===== src/rtl/param_seq_detector_if.sv =====
// param_seq_detector_if: serial input and detector status bundle; carries match_now when SEQ_DET_MEALY_EN is defined.
interface param_seq_detector_if #(
  parameter int PW = 3,
  parameter int CNT_W = 4
);
  logic x;
  logic en;
  logic match;
  logic sat;
  logic [PW-1:0] progress;
  logic [CNT_W-1:0] count;
`ifdef SEQ_DET_MEALY_EN
  logic match_now;
  modport master (output x, en, input match, progress, count, sat, match_now);
  modport slave (input x, en, output match, progress, count, sat, match_now);
`else
  modport master (output x, en, input match, progress, count, sat);
  modport slave (input x, en, output match, progress, count, sat);
`endif
endinterface


===== src/rtl/param_seq_detector.sv =====
// param_seq_detector: KMP-style serial pattern detector with registered match, saturating count,
// and an optional combinational match_now output enabled by SEQ_DET_MEALY_EN.
module param_seq_detector #(
  parameter int LEN = 4,
  parameter logic [LEN-1:0] PATTERN = 4'b1101,
  parameter int OVERLAP = 1,
  parameter int CNT_W = 4,
  parameter int PW = $clog2(LEN + 1)
) (
  input logic clk,
  input logic reset,
  param_seq_detector_if.slave bus
);
  // Longest proper pattern prefix that ends the string (matched prefix of length s, then bit b).
  function automatic int fallback(int s, int b);
    int r;
    int i;
    logic ok;
    logic t;
    r = 0;
    for (int k = 1; k <= s + 1 && k < LEN; k++) begin
      ok = 1'b1;
      for (int j = 0; j < k; j++) begin
        i = s + 1 - k + j;
        t = (i == s) ? b[0] : PATTERN[LEN-1-i];
        ok = ok & (t == PATTERN[LEN-1-j]);
      end
      r = ok ? k : r;
    end
    return r;
  endfunction
  logic [PW-1:0] nxt [LEN][2];
  for (genvar s = 0; s < LEN; s++) begin : g_s
    for (genvar b = 0; b < 2; b++) begin : g_b
      localparam int F = fallback(s, b);
      assign nxt[s][b] = PW'(F);
    end
  end
  logic [PW-1:0] s, s_nxt;
  logic [CNT_W-1:0] cnt, cnt_nxt;
  logic match_q, sat_q, hit;
  always_comb begin
    hit = bus.en & (s == PW'(LEN - 1)) & (bus.x == PATTERN[0]);
    s_nxt = s;
    for (int i = 0; i < LEN; i++)
      s_nxt = (bus.en && s == PW'(i)) ? nxt[i][bus.x] : s_nxt;
    s_nxt = (hit && OVERLAP == 0) ? '0 : s_nxt;
    cnt_nxt = (hit && !(&cnt)) ? cnt + CNT_W'(1) : cnt;
  end
  always_ff @(posedge clk) begin
    if (reset) begin
      s <= '0;
      match_q <= 1'b0;
      cnt <= '0;
      sat_q <= 1'b0;
    end else begin
      s <= s_nxt;
      match_q <= hit;
      cnt <= cnt_nxt;
      sat_q <= &cnt_nxt;
    end
  end
  assign bus.progress = s;
  assign bus.match = match_q;
  assign bus.count = cnt;
  assign bus.sat = sat_q;
`ifdef SEQ_DET_MEALY_EN
  assign bus.match_now = hit & ~reset;
`endif
endmodule


===== src/flat_wrapper.sv =====
// flat-port wrapper written by rule: the top's interface ports become plain ports
module param_seq_detector_flat 
#(
  parameter int LEN = 4,
  parameter logic [LEN-1:0] PATTERN = 4'b1101,
  parameter int OVERLAP = 1,
  parameter int CNT_W = 4,
  parameter int PW = $clog2(LEN + 1)
)
  (clk, reset, bus_x, bus_en, bus_match, bus_progress, bus_count, bus_sat);
  param_seq_detector_if #(.PW(PW), .CNT_W(CNT_W)) bus_i ();
  input logic clk;
  input logic reset;
  input wire logic [$bits(bus_i.x)-1:0] bus_x;
  input wire logic [$bits(bus_i.en)-1:0] bus_en;
  output wire logic [$bits(bus_i.match)-1:0] bus_match;
  output wire logic [$bits(bus_i.progress)-1:0] bus_progress;
  output wire logic [$bits(bus_i.count)-1:0] bus_count;
  output wire logic [$bits(bus_i.sat)-1:0] bus_sat;
  assign bus_i.x = bus_x;
  assign bus_i.en = bus_en;
  assign bus_match = bus_i.match;
  assign bus_progress = bus_i.progress;
  assign bus_count = bus_i.count;
  assign bus_sat = bus_i.sat;
  param_seq_detector #(.LEN(LEN), .PATTERN(PATTERN), .OVERLAP(OVERLAP), .CNT_W(CNT_W), .PW(PW)) u_core (.clk(clk), .reset(reset), .bus(bus_i));
endmodule

===== config.mk =====
export PLATFORM = sky130hd
export DESIGN_NAME = param_seq_detector_flat
export DESIGN_NICKNAME = d
export VERILOG_FILES = /design/src/rtl/param_seq_detector_if.sv /design/src/rtl/param_seq_detector.sv /design/src/flat_wrapper.sv
export SDC_FILE = /design/constraint.sdc
export NUM_CORES = 1
export LEC_CHECK = 0
export ABC_AREA = 0
export CAP_MARGIN = 20
export CORE_AREA = 2 2 39 41
export DETAILED_ROUTE_END_ITERATION = 12
export DIE_AREA = 0 0 41 43
export PLACE_DENSITY_LB_ADDON = 0.05
export SLEW_MARGIN = 25
export SYNTH_ARGS = -nofsm -noshare
export SYNTH_HDL_FRONTEND = slang
export SYNTH_SLANG_ARGS = --single-unit
export TNS_END_PERCENT = 30

===== constraint.sdc =====
create_clock -name clk -period 4.2 [get_ports clk]
set_input_delay 0.84 -clock clk [delete_from_list [all_inputs] [get_ports clk]]
set_output_delay 0.84 -clock clk [all_outputs]
set_load 0.05 [all_outputs]

==> results of run 1 <==
==> layout make-up <==
class	instances	area (µm²)
fillers	140	835
multi-input cells	33	236
flip-flops and latches	8	160
repair buffers	11	110
clock buffers	3	22.5
well taps	16	20.0
==> layout by cell type, fill, tap and decap left out <==
| cell type | count |
|---|---|
| a211oi_1 | 1 |
| mux2i_1 | 2 |
| nor3b_1 | 2 |
| xor2_1 | 1 |
| nand4_1 | 1 |
| o21ai_1 | 1 |
| xnor2_1 | 1 |
| conb_1 | 1 |
| and4_2 | 1 |
| nand4_2 | 1 |
| nand2_1 | 3 |
| and2_2 | 1 |
| nand4b_1 | 1 |
| dfxtp_1 | 8 |
| nor2_1 | 5 |
| a21oi_1 | 4 |
| and3_1 | 1 |
| nor3_1 | 1 |
| clkdlybuf4s50_1 | 11 |
| or2b_1 | 1 |
| ha_1 | 1 |
| o21ai_0 | 1 |
| a2111oi_2 | 1 |
| clkbuf_4 | 3 |
| a31oi_4 | 1 |
==> per-layer routing <==
layer	up-vias	routed length, µm	global-route usage
met2	11	384	0.131
met5	-	0	0
met1	162	378	0.136
li1	180	-	-
met3	4	58	0.0471
met4	0	21	0.0800
==> sequential cells by signal (all words and copies together) (netlist names) <==
| signal | cells |
|---|---|
| u_core.bus.count | 4 |
| u_core.bus.match | 1 |
| u_core.bus.progress | 2 |
| u_core.bus.sat | 1 |
==> per-stage QoR <==
stage	hold WS, ns	setup slack (ns)	std cells	area [µm²]	utilization
4_1_cts	0.554	1.75	71	549	0.397
5_1_grt	0.585	1.71	71	549	0.397
3_5_place_dp	0.543	1.76	68	527	0.381
3_3_place_gp	0.531	1.83	68	527	0.381
2_1_floorplan	0.731	2.42	43	409	-
6_report	0.555	1.76	71	549	0.397
==> cell families (layout without fill, tap and decap cells) <==
kind of cell	Yosys count	count (layout)	synth area share
simple gates	18	18	0.266
mux	2	2	0.0489
flops	8	8	0.391
xor+xnor	2	2	0.0428
buf+inv	2	14	0.0306
compound gates	9	9	0.180
fa+ha+maj	1	1	0.0306
other cells	1	1	0.00917
==> worst paths after layout <==
| check | end | slack (ns) | cells past startpoint |
|---|---|---|---|
| worst max register to register | u_core.bus.sat$_SDFF_PP0_ | 2.73 | 4 |
| worst max-delay path | bus_count[2] | 1.76 | 1 |
| worst min-delay path | u_core.bus.progress[1]$_SDFFE_PP0P_ | 0.56 | 2 |
| worst min register to register | u_core.bus.progress[1]$_SDFFE_PP0P_ | 0.56 | 2 |
==> report_power, final <==
part | switching, W | total, W | leakage (nW) | internal [W]
combinational | 0.0000106 | 0.0000165 | 0.116 | 0.00000593
sequential | 0.00000189 | 0.0000790 | 0.0647 | 0.0000771
clock | 0.0000262 | 0.0000589 | 0.0138 | 0.0000327
total | 0.0000387 | 0.000154 | 0.195 | 0.000116
==> results.json, run 1 <==
{
  "status": "complete, no violations",
  "nets": 62,
  "numPortBuffers": 11,
  "firstDrtPassIters": 4,
  "vias_per_cell": 5.03,
  "slowest_delay_ns": 0.86,
  "die_w_um": 41,
  "synth_edf_count": 0,
  "crit_buf_inv": 1,
  "synth_top_area_cell": "dfxtp_1",
  "synth_common_cells": "dfxtp_1 (8), nor2_1 (5), a21oi_1 (4)",
  "io_pins": 13,
  "syn_area_um2": 409,
  "hp-start": "u_core.bus.progress[1]$_SDFFE_PP0P_",
  "grt_max_degree": 9,
  "syn_inst": 43,
  "syn_nets": 48,
  "fin_total_pwr_w": 0.000154,
  "grt_usage": 0.106,
  "critPathArrivalTime_ns": 1.60,
  "worstPathRequired_ns": 3.36,
  "row_count": 14,
  "gp_congestion": 0.717,
  "dieArea_um2": 1760,
  "clk_pin_slew_ns": 0.05,
  "synth_top_cell_area_share": 0.391,
  "root_buffer": "clkbuf_4",
  "power_leakage_nw": 0.195,
  "async_flop_share": 0,
  "cts.htree.levels": 1,
  "fin_setup_tns_ns": 0,
  "cts_resized": 0,
  "hold_path_class": "flip-flop to flip-flop",
  "cts_setup_buffers": 0,
  "route.antenna.remaining_nets": 0,
  "crit_path_top_delay_cell": "clkdlybuf4s50_1",
  "start_util": 0.296,
  "postCtsHoldBufs": 0,
  "rsz0062_at_grt": "false",
  "final_hold_viol_count": 0,
  "synth.most_common_cell": "dfxtp_1",
  "period_minus_slack_ns": 2.44,
  "syn_to_final_growth_pct": 34.3,
  "worstSetupStartpoint": "u_core.bus.count[2]$_SDFF_PP0_",
  "synth-main-ff-cell": "dfxtp_1",
  "antenna_found_initial": 0,
  "cp_max_fo": 8,
  "cts_tree": "built",
  "overflow": 0,
  "vias": 357,
  "setup_viol": 0,
  "drc": 0,
  "yosysUniqueCellTypes": 25,
  "dp_hpwl_um": 638,
  "synth.area.top_cells": "dfxtp_1 (39%), a31oi_4 (5.2%), a21oi_1 (4.9%)",
  "end_kind": "primary output",
  "ys_seq_area_frac": 0.391,
  "ys_ff_latch": 8,
  "power_density_nw_per_um2": 281,
  "worst_ir_drop_vdd_v": 0.000131,
  "numCtsBuffers": 3,
  "path_delay_family": "buffers and inverters",
  "cap_violations": 0,
  "clock_path_buffers": 2,
  "fp.dieH_um": 43,
  "cp_cell_sequence": "clkdlybuf4s50_1",
  "clk_latency_ns": 0.25,
  "critical_path_class": "flip-flop to primary output",
  "max_freq_mhz": 410,
  "first_global_vias": 285,
  "layout-drive-gt1-share": 0.145,
  "route.detailed.wl_per_inst_um": 11.9,
  "synth_area_per_cell_um2": 9.51,
  "drv_slew": 0,
  "yosysWarningCount": 0,
  "drtIter0Drc": 6,
  "finalClockSkew_ns": 0.00442,
  "critPathLaunchType": "flip-flop",
  "finalCritPeriodShare": 0.581,
  "routed_wl_um": 842,
  "grt_pass1_wl_um": 1200,
  "r2r-start": "u_core.bus.progress[1]$_SDFFE_PP0P_",
  "design.core.area_um2": 1380,
  "antenna_cells": 0,
  "cts.sinks": 8
}
Note: power is estimated with default switching activity, not from simulation.
==> inputs of run 2 (changes only) <==
- clock period: 4.2 -> 2.3 ns (I/O delays scaled with it)
==> results.json, run 2 (synthesis results as in run 1) <==
{
  "final_common_cell": "clkdlybuf4s50_1",
  "nets": 62,
  "routed_wl_um": 850,
  "finalCritPeriodShare": 0.895,
  "die_w_um": 41,
  "cts_resized": 0,
  "rr_worst_depth": 4,
  "cp_max_fo": 8,
  "firstDrtPassIters": 3,
  "dp_slack_ns": 0.226,
  "status": "complete, no violations",
  "syn_to_final_growth_pct": 34.3,
  "cts.htree.levels": 1,
  "io_pins": 13,
  "cts_tree": "built",
  "r2r-end": "u_core.bus.sat$_SDFF_PP0_",
  "critical_path_class": "flip-flop to primary output",
  "rsz0062_at_grt": "false",
  "drc": 0,
  "power_leakage_nw": 0.195,
  "clock_path_buffers": 2,
  "worstSetupStartpoint": "u_core.bus.count[2]$_SDFF_PP0_",
  "max_freq_mhz": 486,
  "cp_cell_sequence": "clkdlybuf4s50_1",
  "clk_pin_slew_ns": 0.06,
  "worst_ir_drop_vdd_v": 0.000224,
  "finalClockSkew_ns": 0.00190,
  "first_global_vias": 331,
  "dp_cells": 68,
  "hold_slack_ns": 0.556,
  "fin_ws_ns": 0.241,
  "hold_path_class": "flip-flop to flip-flop",
  "layoutNonFillerInstCount": 71,
  "drtIter0Drc": 1,
  "numCtsBuffers": 3,
  "vias": 355,
  "path_delay_family": "buffers and inverters",
  "vias_per_cell": 5.00,
  "r2r-start": "u_core.bus.progress[1]$_SDFFE_PP0P_",
  "setup_viol": 0,
  "crit_path_top_delay_cell": "clkdlybuf4s50_1",
  "fin_setup_tns_ns": 0,
  "cap_violations": 0,
  "final_cell_mix": "clkdlybuf4s50_1 (11), dfxtp_1 (8), nor2_1 (5)",
  "crit_buf_inv": 1,
  "fin_area_um2": 549,
  "route.detailed.wl_per_inst_um": 12.0,
  "postCtsHoldBufs": 0,
  "endpoint": "bus_count[2]",
  "postPlaceCellArea_um2": 527,
  "critPathLaunchType": "flip-flop",
  "cts.sinks": 8,
  "gp_congestion": 0.696,
  "row_count": 14,
  "drv_slew": 0,
  "route.antenna.remaining_nets": 0,
  "cp_num_cells": 1,
  "overflow": 0,
  "period_minus_slack_ns": 2.06,
  "fp.dieH_um": 43,
  "design.core.area_um2": 1380,
  "power_density_nw_per_um2": 520,
  "start_util": 0.296,
  "antenna_found_initial": 0,
  "end_kind": "primary output",
  "numPortBuffers": 11,
  "critPathArrivalTime_ns": 1.60,
  "rrSetupSlack_ns": 0.83,
  "grt_pass1_wl_um": 1420,
  "largest_reg_flops": 4,
  "worstPathRequired_ns": 1.84,
  "grt_usage": 0.126,
  "slowest_delay_ns": 0.86,
  "final_hold_viol_count": 0,
  "layout-drive-gt1-share": 0.145,
  "antenna_cells": 0,
  "grt_max_degree": 9,
  "clk_latency_ns": 0.25,
  "dieArea_um2": 1760,
  "dp_hpwl_um": 637,
  "root_buffer": "clkbuf_4",
  "cts_setup_buffers": 0
}
[run 2: cell counts in the layout (fill, tap and decap cells not counted)]
No cell type changed its count.
[run 2: where the power goes]
part	internal, W	switching, W	total (W)
clock network	0.0000600	0.0000515	0.000111
logic	0.0000108	0.0000193	0.0000302
registers	0.000141	0.00000342	0.000144
total	0.000212	0.0000742	0.000286
[run 2: worst min-delay path by stage]
| stage | to | cells past startpoint | slack (ns) | start |
|---|---|---|---|---|
| after global placement | u_core.bus.progress[1]$_SDFFE_PP0P_ | 2 | 0.53 | u_core.bus.progress[1]$_SDFFE_PP0P_ |
| after detailed placement | u_core.bus.progress[1]$_SDFFE_PP0P_ | 2 | 0.55 | u_core.bus.progress[1]$_SDFFE_PP0P_ |
| after CTS | u_core.bus.progress[1]$_SDFFE_PP0P_ | 2 | 0.56 | u_core.bus.progress[1]$_SDFFE_PP0P_ |
| after global routing | u_core.bus.progress[1]$_SDFFE_PP0P_ | 2 | 0.59 | u_core.bus.progress[1]$_SDFFE_PP0P_ |
| after floorplan | u_core.bus.progress[1]$_SDFFE_PP0P_ | 2 | 0.63 | bus_x |
| final | u_core.bus.progress[1]$_SDFFE_PP0P_ | 2 | 0.56 | u_core.bus.progress[1]$_SDFFE_PP0P_ |
[run 2: layer usage]
layer	wire length (µm)	vias to the layer above	global-route usage
met2	419	9	0.166
met3	43	2	0.0314
li1	-	180	-
met5	0	-	0
met1	383	164	0.165
met4	4	0	0.100
[run 2: area by class of cell]
type / count / area [µm²]
flip-flops and latches: 8 / 160
fillers: 139 / 835
multi-input cells: 33 / 236
clock buffers: 3 / 22.5
well taps: 16 / 20.0
repair buffers: 11 / 110
[run 2: per-stage QoR]
step	util	total power (W)
6_report	0.397	0.000286
5_1_grt	0.397	0.000300
4_1_cts	0.397	0.000289
3_5_place_dp	0.381	0.000177
3_3_place_gp	0.381	0.000176
2_1_floorplan	-	0.000166
==> inputs of run 3 (changes only) <==
- CORE_AREA: 2 2 39 41 -> 2 2 40 42
- DIE_AREA: 0 0 41 43 -> 0 0 42 44
==> results.json, run 3 (synthesis results as in run 1) <==
{
  "io_pins": 13,
  "cap_violations": 0,
  "switchingPower_w": 0.0000712,
  "status": "complete, no violations",
  "cts_tree": "built",
  "crit_buf_inv": 1,
  "antenna_found_initial": 0,
  "grt_usage": 0.0958,
  "max_freq_mhz": 487,
  "gp_congestion": 0.694,
  "worstPathRequired_ns": 1.84,
  "end_kind": "primary output",
  "layoutNonFillerInstCount": 71,
  "route.detailed.wl_per_inst_um": 11.7,
  "period_minus_slack_ns": 2.05,
  "rr_worst_depth": 4,
  "finalClockSkew_ns": 0.0125,
  "antenna_cells": 0,
  "slowest_delay_ns": 0.86,
  "firstDrtPassIters": 2,
  "cp_num_cells": 1,
  "dp_cells": 68,
  "clk_latency_ns": 0.26,
  "combPwrFrac": 0.107,
  "drtIter0Drc": 4,
  "final_common_cell": "clkdlybuf4s50_1",
  "setup_viol": 0,
  "path_delay_family": "buffers and inverters",
  "numCtsBuffers": 3,
  "grt_max_degree": 9,
  "cts_resized": 0,
  "cts.sinks": 8,
  "rsz0062_at_grt": "false",
  "root_buffer": "clkbuf_4",
  "clkPwrFrac": 0.383,
  "clk_pin_slew_ns": 0.06,
  "drc": 0,
  "vias": 350,
  "p_int_w": 0.000211,
  "final_hold_viol_count": 0,
  "grt_pass1_wl_um": 1250,
  "p_sw_frac": 0.252,
  "fin_setup_tns_ns": 0,
  "drv_slew": 0,
  "start_util": 0.288,
  "critPathArrivalTime_ns": 1.59,
  "critPathLaunchType": "flip-flop",
  "final_cell_mix": "clkdlybuf4s50_1 (11), dfxtp_1 (8), nor2_1 (5)",
  "crit_path_top_delay_cell": "clkdlybuf4s50_1",
  "nets": 62,
  "postPlaceCellArea_um2": 527,
  "cts_setup_buffers": 0,
  "syn_to_final_growth_pct": 34.3,
  "die_w_um": 42,
  "overflow": 0,
  "dp_hpwl_um": 634,
  "cts.htree.levels": 1,
  "layout-drive-gt1-share": 0.145,
  "seqPwrFrac": 0.510,
  "fin_util": 0.387,
  "cp_max_fo": 8,
  "routed_wl_um": 828,
  "critical_path_class": "flip-flop to primary output",
  "postCtsHoldBufs": 0,
  "hold_path_class": "flip-flop to flip-flop",
  "hold_slack_ns": 0.551,
  "finalCritPeriodShare": 0.893,
  "worst_ir_drop_vdd_v": 0.000314,
  "largest_reg_flops": 4,
  "numPortBuffers": 11,
  "cp_cell_sequence": "clkdlybuf4s50_1",
  "design.core.area_um2": 1420,
  "route.antenna.remaining_nets": 0,
  "power_density_nw_per_um2": 515,
  "power_leakage_nw": 0.195,
  "fp.dieH_um": 44,
  "fin_area_um2": 549,
  "worstHoldPathCells": 2,
  "clock_path_buffers": 2,
  "vias_per_cell": 4.93,
  "first_global_vias": 315,
  "row_count": 14,
  "nFillCells": 139,
  "dieArea_um2": 1850
}
run 3: metrics by stage:
stage,worst slack (ns),power [W]
after CTS,0.229,0.000289
after global routing,0.182,0.000299
after floorplan,0.538,0.000166
final,0.246,0.000283
after detailed placement,0.241,0.000177
after global placement,0.294,0.000176
run 3: layer usage:
layer	routed length (µm)	vias to the layer above	share of wire	GRT usage
met2	427	8	0.52	0.172
met1	342	160	0.41	0.0854
met3	58	0	0.070	0.0750
li1	-	182	-	-
met5	0	-	0	0
met4	0	0	0	0.0194
run 3: path summary, 6_finish.rpt:
path | from | to | slack (ns)
worst max register to register | u_core.bus.progress[1]$_SDFFE_PP0P_ | u_core.bus.sat$_SDFF_PP0_ | 0.85
worst min register to register | u_core.bus.progress[1]$_SDFFE_PP0P_ | u_core.bus.progress[1]$_SDFFE_PP0P_ | 0.55
worst max-delay path | u_core.bus.count[2]$_SDFF_PP0_ | bus_count[2] | 0.25
worst min-delay path | u_core.bus.progress[1]$_SDFFE_PP0P_ | u_core.bus.progress[1]$_SDFFE_PP0P_ | 0.55
run 3: cell type report:
type	count	area, µm²	share of cell area
clock buffer	3	22.5	0.0410
multi-input combinational	33	236	0.431
sequential	8	160	0.292
tap	16	20.0	0.0364
timing repair buffer	11	110	0.200
run 3: power by group through the flow:
| stage | logic, W | clock network, W | registers, W |
|---|---|---|---|
| 2_1_floorplan | 0.0000120 | 0 | 0.000154 |
| 3_3_place_gp | 0.0000292 | 0 | 0.000147 |
| 3_5_place_dp | 0.0000302 | 0 | 0.000147 |
| 4_1_cts | 0.0000303 | 0.000115 | 0.000144 |
| 5_1_grt | 0.0000315 | 0.000123 | 0.000145 |
| 6_report | 0.0000302 | 0.000108 | 0.000144 |
